==> src/rtl/ledr_channel_endpoint.sv <==
// LEDR (level-encoded dual-rail) channel endpoint: valid/ready source to LEDR tx rails, LEDR rx rails to a FWFT sink FIFO.
// Build macro LEDR_CHANNEL_SYNC_EN selects a two-flop synchronizer (S=2) instead of a single sampling register (S=1).
module ledr_channel_endpoint #(
  parameter int WIDTH = 1,
  parameter int DEPTH = 2
) (
  input  logic                     clk,
  input  logic                     rst,
  input  logic [WIDTH-1:0]         src_data,
  input  logic                     src_valid,
  output logic                     src_ready,
  output logic [WIDTH-1:0]         tx_d,
  output logic [WIDTH-1:0]         tx_r,
  input  logic                     tx_ack,
  input  logic [WIDTH-1:0]         rx_d,
  input  logic [WIDTH-1:0]         rx_r,
  output logic                     rx_ack,
  output logic [WIDTH-1:0]         snk_data,
  output logic                     snk_valid,
  input  logic                     snk_ready,
  output logic [$clog2(DEPTH):0]   snk_count
);

  localparam int AW = $clog2(DEPTH);
  localparam logic [AW:0] FULL_CNT = (AW+1)'(DEPTH);

  logic             ack_s;
  logic [WIDTH-1:0] rxd_s;
  logic [WIDTH-1:0] rxr_s;

`ifdef LEDR_CHANNEL_SYNC_EN
  logic             ack_m;
  logic [WIDTH-1:0] rxd_m;
  logic [WIDTH-1:0] rxr_m;

  always_ff @(posedge clk) begin
    if (rst) begin
      ack_m <= 1'b0;
      rxd_m <= '0;
      rxr_m <= '0;
      ack_s <= 1'b0;
      rxd_s <= '0;
      rxr_s <= '0;
    end else begin
      ack_m <= tx_ack;
      rxd_m <= rx_d;
      rxr_m <= rx_r;
      ack_s <= ack_m;
      rxd_s <= rxd_m;
      rxr_s <= rxr_m;
    end
  end
`else
  always_ff @(posedge clk) begin
    if (rst) begin
      ack_s <= 1'b0;
      rxd_s <= '0;
      rxr_s <= '0;
    end else begin
      ack_s <= tx_ack;
      rxd_s <= rx_d;
      rxr_s <= rx_r;
    end
  end
`endif

  // Transmit side: a new token may go out once the receiver has acked the previous phase.
  logic tx_phase;
  logic src_fire;

  assign src_ready = (ack_s == tx_phase) && !rst;
  assign src_fire  = src_valid && src_ready;

  always_ff @(posedge clk) begin
    if (rst) begin
      tx_d     <= '0;
      tx_r     <= '0;
      tx_phase <= 1'b0;
    end else if (src_fire) begin
      tx_d     <= src_data;
      tx_r     <= src_data ^ {WIDTH{~tx_phase}};
      tx_phase <= ~tx_phase;
    end
  end

  // Receive side: a token is complete only when every bit has reached the expected phase.
  logic [WIDTH-1:0] rx_phase;
  logic             rx_complete;
  logic             full;
  logic             push;
  logic             pop;
  logic [WIDTH-1:0] mem [DEPTH];
  logic [AW-1:0]    wr_ptr;
  logic [AW-1:0]    rd_ptr;

  assign rx_phase    = rxd_s ^ rxr_s;
  assign rx_complete = (rx_phase == {WIDTH{~rx_ack}});
  assign full        = (snk_count == FULL_CNT);
  assign push        = rx_complete && !full;
  assign snk_valid   = (snk_count != '0);
  assign pop         = snk_valid && snk_ready;
  assign snk_data    = mem[rd_ptr];

  always_ff @(posedge clk) begin
    if (rst) begin
      rx_ack    <= 1'b0;
      wr_ptr    <= '0;
      rd_ptr    <= '0;
      snk_count <= '0;
      for (int i = 0; i < DEPTH; i++) mem[i] <= '0;
    end else begin
      if (push) begin
        mem[wr_ptr] <= rxd_s;
        wr_ptr      <= wr_ptr + 1'b1;
        rx_ack      <= ~rx_ack;
      end
      if (pop) rd_ptr <= rd_ptr + 1'b1;
      case ({push, pop})
        2'b10:   snk_count <= snk_count + 1'b1;
        2'b01:   snk_count <= snk_count - 1'b1;
        default: snk_count <= snk_count;
      endcase
    end
  end

endmodule

==> config.mk <==
export PLATFORM = sky130hd
export DESIGN_NAME = ledr_channel_endpoint
export DESIGN_NICKNAME = d
export VERILOG_FILES = /design/src/rtl/ledr_channel_endpoint.sv
export SDC_FILE = /design/constraint.sdc
export NUM_CORES = 1
export LEC_CHECK = 0
export ABC_AREA = 0
export ABC_CLOCK_PERIOD_IN_PS = 2000
export CELL_PAD_IN_SITES_DETAIL_PLACEMENT = 1
export CELL_PAD_IN_SITES_GLOBAL_PLACEMENT = 1
export CORE_MARGIN = 10
export CORE_UTILIZATION = 34
export CTS_CLUSTER_DIAMETER = 60
export CTS_CLUSTER_SIZE = 8
export DETAILED_ROUTE_END_ITERATION = 10
export PLACE_DENSITY_LB_ADDON = 0.1
export SLEW_MARGIN = 5
export SYNTH_ARGS = -nofsm -noshare
export SYNTH_HDL_FRONTEND = slang
export SYNTH_SLANG_ARGS = --single-unit
==> constraint.sdc <==
create_clock -name clk -period 2 [get_ports clk]
set_clock_uncertainty 0.05 [all_clocks]
set_input_delay 0.3 -clock clk [delete_from_list [all_inputs] [get_ports clk]]
set_output_delay 0.3 -clock clk [all_outputs]
set_load 0.03 [all_outputs]
### Word-level counts from Yosys, hierarchy flattened

Memory sizes are Yosys's and may differ from the RTL's. A register that Yosys moved wholly into a read port is not among the register bits.
Cells that the tools add are included.

* register bits: 11
* memory bits (writable): 2
* bits of input ports: 8
* memories kept: 1

* add/subtract/negate cells: 4
* equality and inequality tests: 5
* mux-type cells: 11
* bitwise logic cells: 4
* reduce and logical (&&, ||, !) cells: 9

Memory list
* mem: depth 2, width 1, rd ports 1, clocked after memory_dff 1, wr ports 2, line 92 `logic [WIDTH-1:0] mem [DEPTH];`

Operators with widths (number)
* $mux 1: 10
* $eq 2x2->1 const B: 2
* $logic_and 1x1->1: 4
* $pmux 2 s2: 1
* $reduce_bool 2->1: 2
* $add 1x1->1 const B: 2
* $add 2x1->2 const B: 1
* $eq 1x1->1: 2
* $eq 2x1->1 const B: 1
* $logic_not 1->1: 2
* $not 1->1: 2
* $sub 2x1->2 const B: 1
* $xor 1x1->1: 2
* $reduce_or 1->1: 1

### Longest topological paths before layout

* depth after elaboration: 8
* gate-level depth with buffers: 6
* gate-level depth less buffers: 6

### Worst setup path after synthesis

No wires, ideal clock.

* kind: reg2reg
* from: reg rx_ack
* to: reg snk_count[1]
* arrival time: 1855 ps
* data required time: 1880 ps
* slack: 25 ps
* stages on the path, launching flop included: 6
* cell sequence: dfxtp_1 xor3_1 nand2_2 ha_1 or3_1 a21oi_1

* cells in the longest elaborated chain, start to end: 5
* elaborated cells between the ends (all ways): 7
* those cells by class: 3 x eq/ne; 1 x mux; 1 x bitwise; 2 x reduce/logical

Ends and longest elaborated chain
* from (decl): line 17 `output logic rx_ack,`
* from (signal assigned): line 115 `rx_ack <= ~rx_ack;`
* $not 1->1 *: line 97 `assign rx_complete = (rx_phase == {WIDTH{~rx_ack}});`
* $eq 1x1->1 *: line 97
* $logic_and 1x1->1 *: line 99 `assign push = rx_complete && !full;`
* $eq 2x1->1 / $eq 2x2->1 (equally long branches): line 118 `case ({push, pop})`
* $pmux 2 s2 / $reduce_bool 2->1 (equally long branches)
* to (signal assigned): line 119 `2'b10: snk_count <= snk_count + 1'b1;`
* to (signal assigned): line 120 `2'b01: snk_count <= snk_count - 1'b1;`
* to (signal assigned): line 121 `default: snk_count <= snk_count;`
* to (decl): line 21 `output logic [$clog2(DEPTH):0] snk_count`

Every way passes the cells marked *; elsewhere a longest branch is shown, timed or not.
A chain may end at the register's enable or synchronous reset.

### Final worst setup path

* from: reg snk_count[0]
* to: out snk_valid

* cells in the longest elaborated chain, start to end: 1

Ends and longest elaborated chain
* $reduce_bool 2->1: line 100 `assign snk_valid = (snk_count != '0);`
* to (decl): line 19 `output logic snk_valid,`

No other way between the ends.

==> results.sh <==
export IMPL_synthTopCellsByArea="dfxtp_1 (38%), edfxtp_1 (9.5%), nor2b_1 (5.0%)"
export IMPL_cp_startpoint="snk_count[0]"
export IMPL_drive_gt1_frac=0.148
export IMPL_r2r_start="rx_ack"
export IMPL_synth_cell_types=27
export IMPL_diodes=0
export IMPL_seq_area_um2=300
export IMPL_hp_class="reg2reg"
export IMPL_worst_ep_required_time_ns=1.65
export IMPL_nNetsFinal=91
export IMPL_die_area_mm2=0.00398
export IMPL_synth_top_area_share=0.381
export IMPL_rsz0062_at_grt="false"
export IMPL_ys_ff_latch=14
export IMPL_fill_cells=215
export IMPL_hold_viol_final=0
export IMPL_cts_htree_levels=1
export IMPL_synth_common_cells="dfxtp_1 (12), nor2_1 (8), nor2b_1 (5), inv_1 (4), xnor2_1 (3)"
export IMPL_gp_congestion=0.742
export IMPL_rr_worst_depth=5
export IMPL_die_w_um=63.1
export IMPL_die_y_um=63.1
export IMPL_maxCapViolations=0
export IMPL_cp_end_kind="output pin"
export IMPL_drtIter0Drc=3
export IMPL_setup_slack_ns=0.0781
export IMPL_start_util=0.361
export IMPL_fin_crit_ns=1.92
export IMPL_r2r_end="snk_count[1]"
export IMPL_ir_drop_mv=0.548
export IMPL_worstPathArrival_ns=1.57
export IMPL_crit_fanout=6
export IMPL_p_per_area_mw_per_mm2=1250
export IMPL_pin_count=16
export IMPL_crit_type="reg2out"
export IMPL_placedCellCount=102
export IMPL_yosysMostFrequentCell="dfxtp_1"
export IMPL_holdPathStages=2
export IMPL_cts_clk_slew_worst_paths_ns=0.09
export IMPL_vias=482
export IMPL_yosys_area_top_type="dfxtp_1"
export IMPL_area_growth_pct=34.1
export IMPL_cts_sinks=14
export IMPL_cts_tree="done"
export IMPL_cts_made_buffers=3
export IMPL_rows=15
export IMPL_overflow=0
export IMPL_hold_buffers=0
export IMPL_status="finished, final reports clean"
export IMPL_clk_latency_ns=0.28
export IMPL_final_period_utilization=0.961
export IMPL_cts_buffer_depth=2
export IMPL_finalNonFillerCells=106
export IMPL_p_leak_nw=0.336
export IMPL_rrSetupSlack_ns=0.16
export IMPL_slew_viol_final=0
export IMPL_grt_usage=0.0717
export IMPL_ys_flop_type="dfxtp_1"
export IMPL_cp_start_kind="register"
export IMPL_numPortBuffers=15
export IMPL_ctsResizeCount=0
export IMPL_slew_headroom=0.790
export IMPL_multi_input_area_um2=308
export IMPL_cts_root_buffer="clkbuf_4"
export IMPL_worstMarginPinSlew_ns=0.313
export IMPL_grt_pass1_vias=531
export IMPL_synthesis_nets=72
export IMPL_synth_edff_count=2
export IMPL_grt_max_degree=15
export IMPL_antenna_found_initial=0
export IMPL_ys_seq_area_frac=0.476
export IMPL_setup_viol=0
export IMPL_drtPass1Iterations=2
export IMPL_totalWireLength_um=1400
export IMPL_ys_async_sr_fraction=0
export IMPL_yosysWarnings=0
export IMPL_drc_errors=0
export IMPL_cp_endpoint="snk_valid"
export IMPL_post_cts_buffers=0
export IMPL_dp_hpwl_um=1080
export IMPL_max_freq_mhz=520
export IMPL_grt_pass1_wl_um=2330
export IMPL_pre_cts_slack_ns=0.150
export IMPL_fin_hold_ws_ns=0.461
export IMPL_via_per_inst=4.55
export IMPL_synth_area_um2=631
export IMPL_setup_tns_ns=0
export IMPL_synthCells=63
export IMPL_ant_nets=0
export IMPL_coreArea_mm2=0.00175
export IMPL_avgSynthCellArea_um2=10.0
export IMPL_wl_per_cell_um=13.2
[through the flow]
| stage | total power [mW] | cell area, um^2 | util |
|---|---|---|---|
| global placement | 0.854 | 810 | 0.464 |
| CTS | 1.08 | 846 | 0.485 |
| finish | 1.06 | 846 | 0.485 |
| detailed placement | 0.868 | 810 | 0.464 |
| floorplan | 0.709 | 631 | - |
| global route | 1.13 | 846 | 0.485 |
[cells by family after synthesis]
family / after synthesis / share of synthesized area
buffers and inverters: 6 / 0.0357
adder cells (fa/ha/maj): 1 / 0.0198
AND/OR/NAND/NOR: 23 / 0.198
multiplexers: 3 / 0.0595
flip-flops: 14 / 0.476
XOR/XNOR: 6 / 0.107
AO/OA/AOI/OAI: 10 / 0.103
[placed cells by master, fill, tap and decap left out, types with 2 or more instances in the layout]
master,instances
a31oi_1,2
inv_1,4
nor4_1,2
xnor2_1,3
dfxtp_1,12
nor2_1,8
clkbuf_4,3
xor2_1,2
mux2_2,2
buf_4,2
clkdlybuf4s50_1,14
o21ai_0,2
a211oi_1,2
edfxtp_1,2
o21bai_1,2
nor2b_1,5
[flip-flops by register name (all words and copies together), names as in the netlist, named ones only]
| register | flops |
|---|---|
| tx_phase | 1 |
| rxd_s | 1 |
| mem | 2 |
| rd_ptr | 1 |
| wr_ptr | 1 |
| ack_s | 1 |
| rx_ack | 1 |
| snk_count | 2 |
| tx_r | 1 |
| rxr_s | 1 |
| tx_d | 1 |
[worst max-delay path: stages, from the launching register on]
cell and delay (ns):
dfxtp_1 0.38, or2_2 0.32, clkdlybuf4s50_1 0.59
[worst min-delay path by stage]
stage                    end  slack, ns       from
finish                  tx_r       0.46       tx_r
global route            tx_r       0.51       tx_r
CTS                     tx_r       0.47       tx_r
detailed placement      tx_r       0.44       tx_r
global placement        tx_r       0.45       tx_r
floorplan           tx_phase       0.35  src_valid
[routing by layer]
metal / vias to the layer above / share of wire / track usage
met3: 0 / 0.064 / 0.0336
met5: - / 0 / 0
met2: 10 / 0.50 / 0.122
met4: 0 / 0 / 0.0335
li1: 254 / - / -
met1: 218 / 0.43 / 0.0725
[cell type report]
type | count | share of cell area
timing repair buffer | 16 | 0.183
sequential | 14 | 0.355
multi-input combinational | 43 | 0.364
tap | 25 | 0.0370
inverter | 4 | 0.0178
clock buffer | 4 | 0.0429
[power breakdown]
part	internal [mW]	switching (mW)	leakage, nW
clock	0.111	0.0920	0.0210
sequential	0.350	0.0535	0.121
combinational	0.218	0.234	0.195
total	0.678	0.379	0.336
No activity file was read; power rests on OpenSTA's default activity.
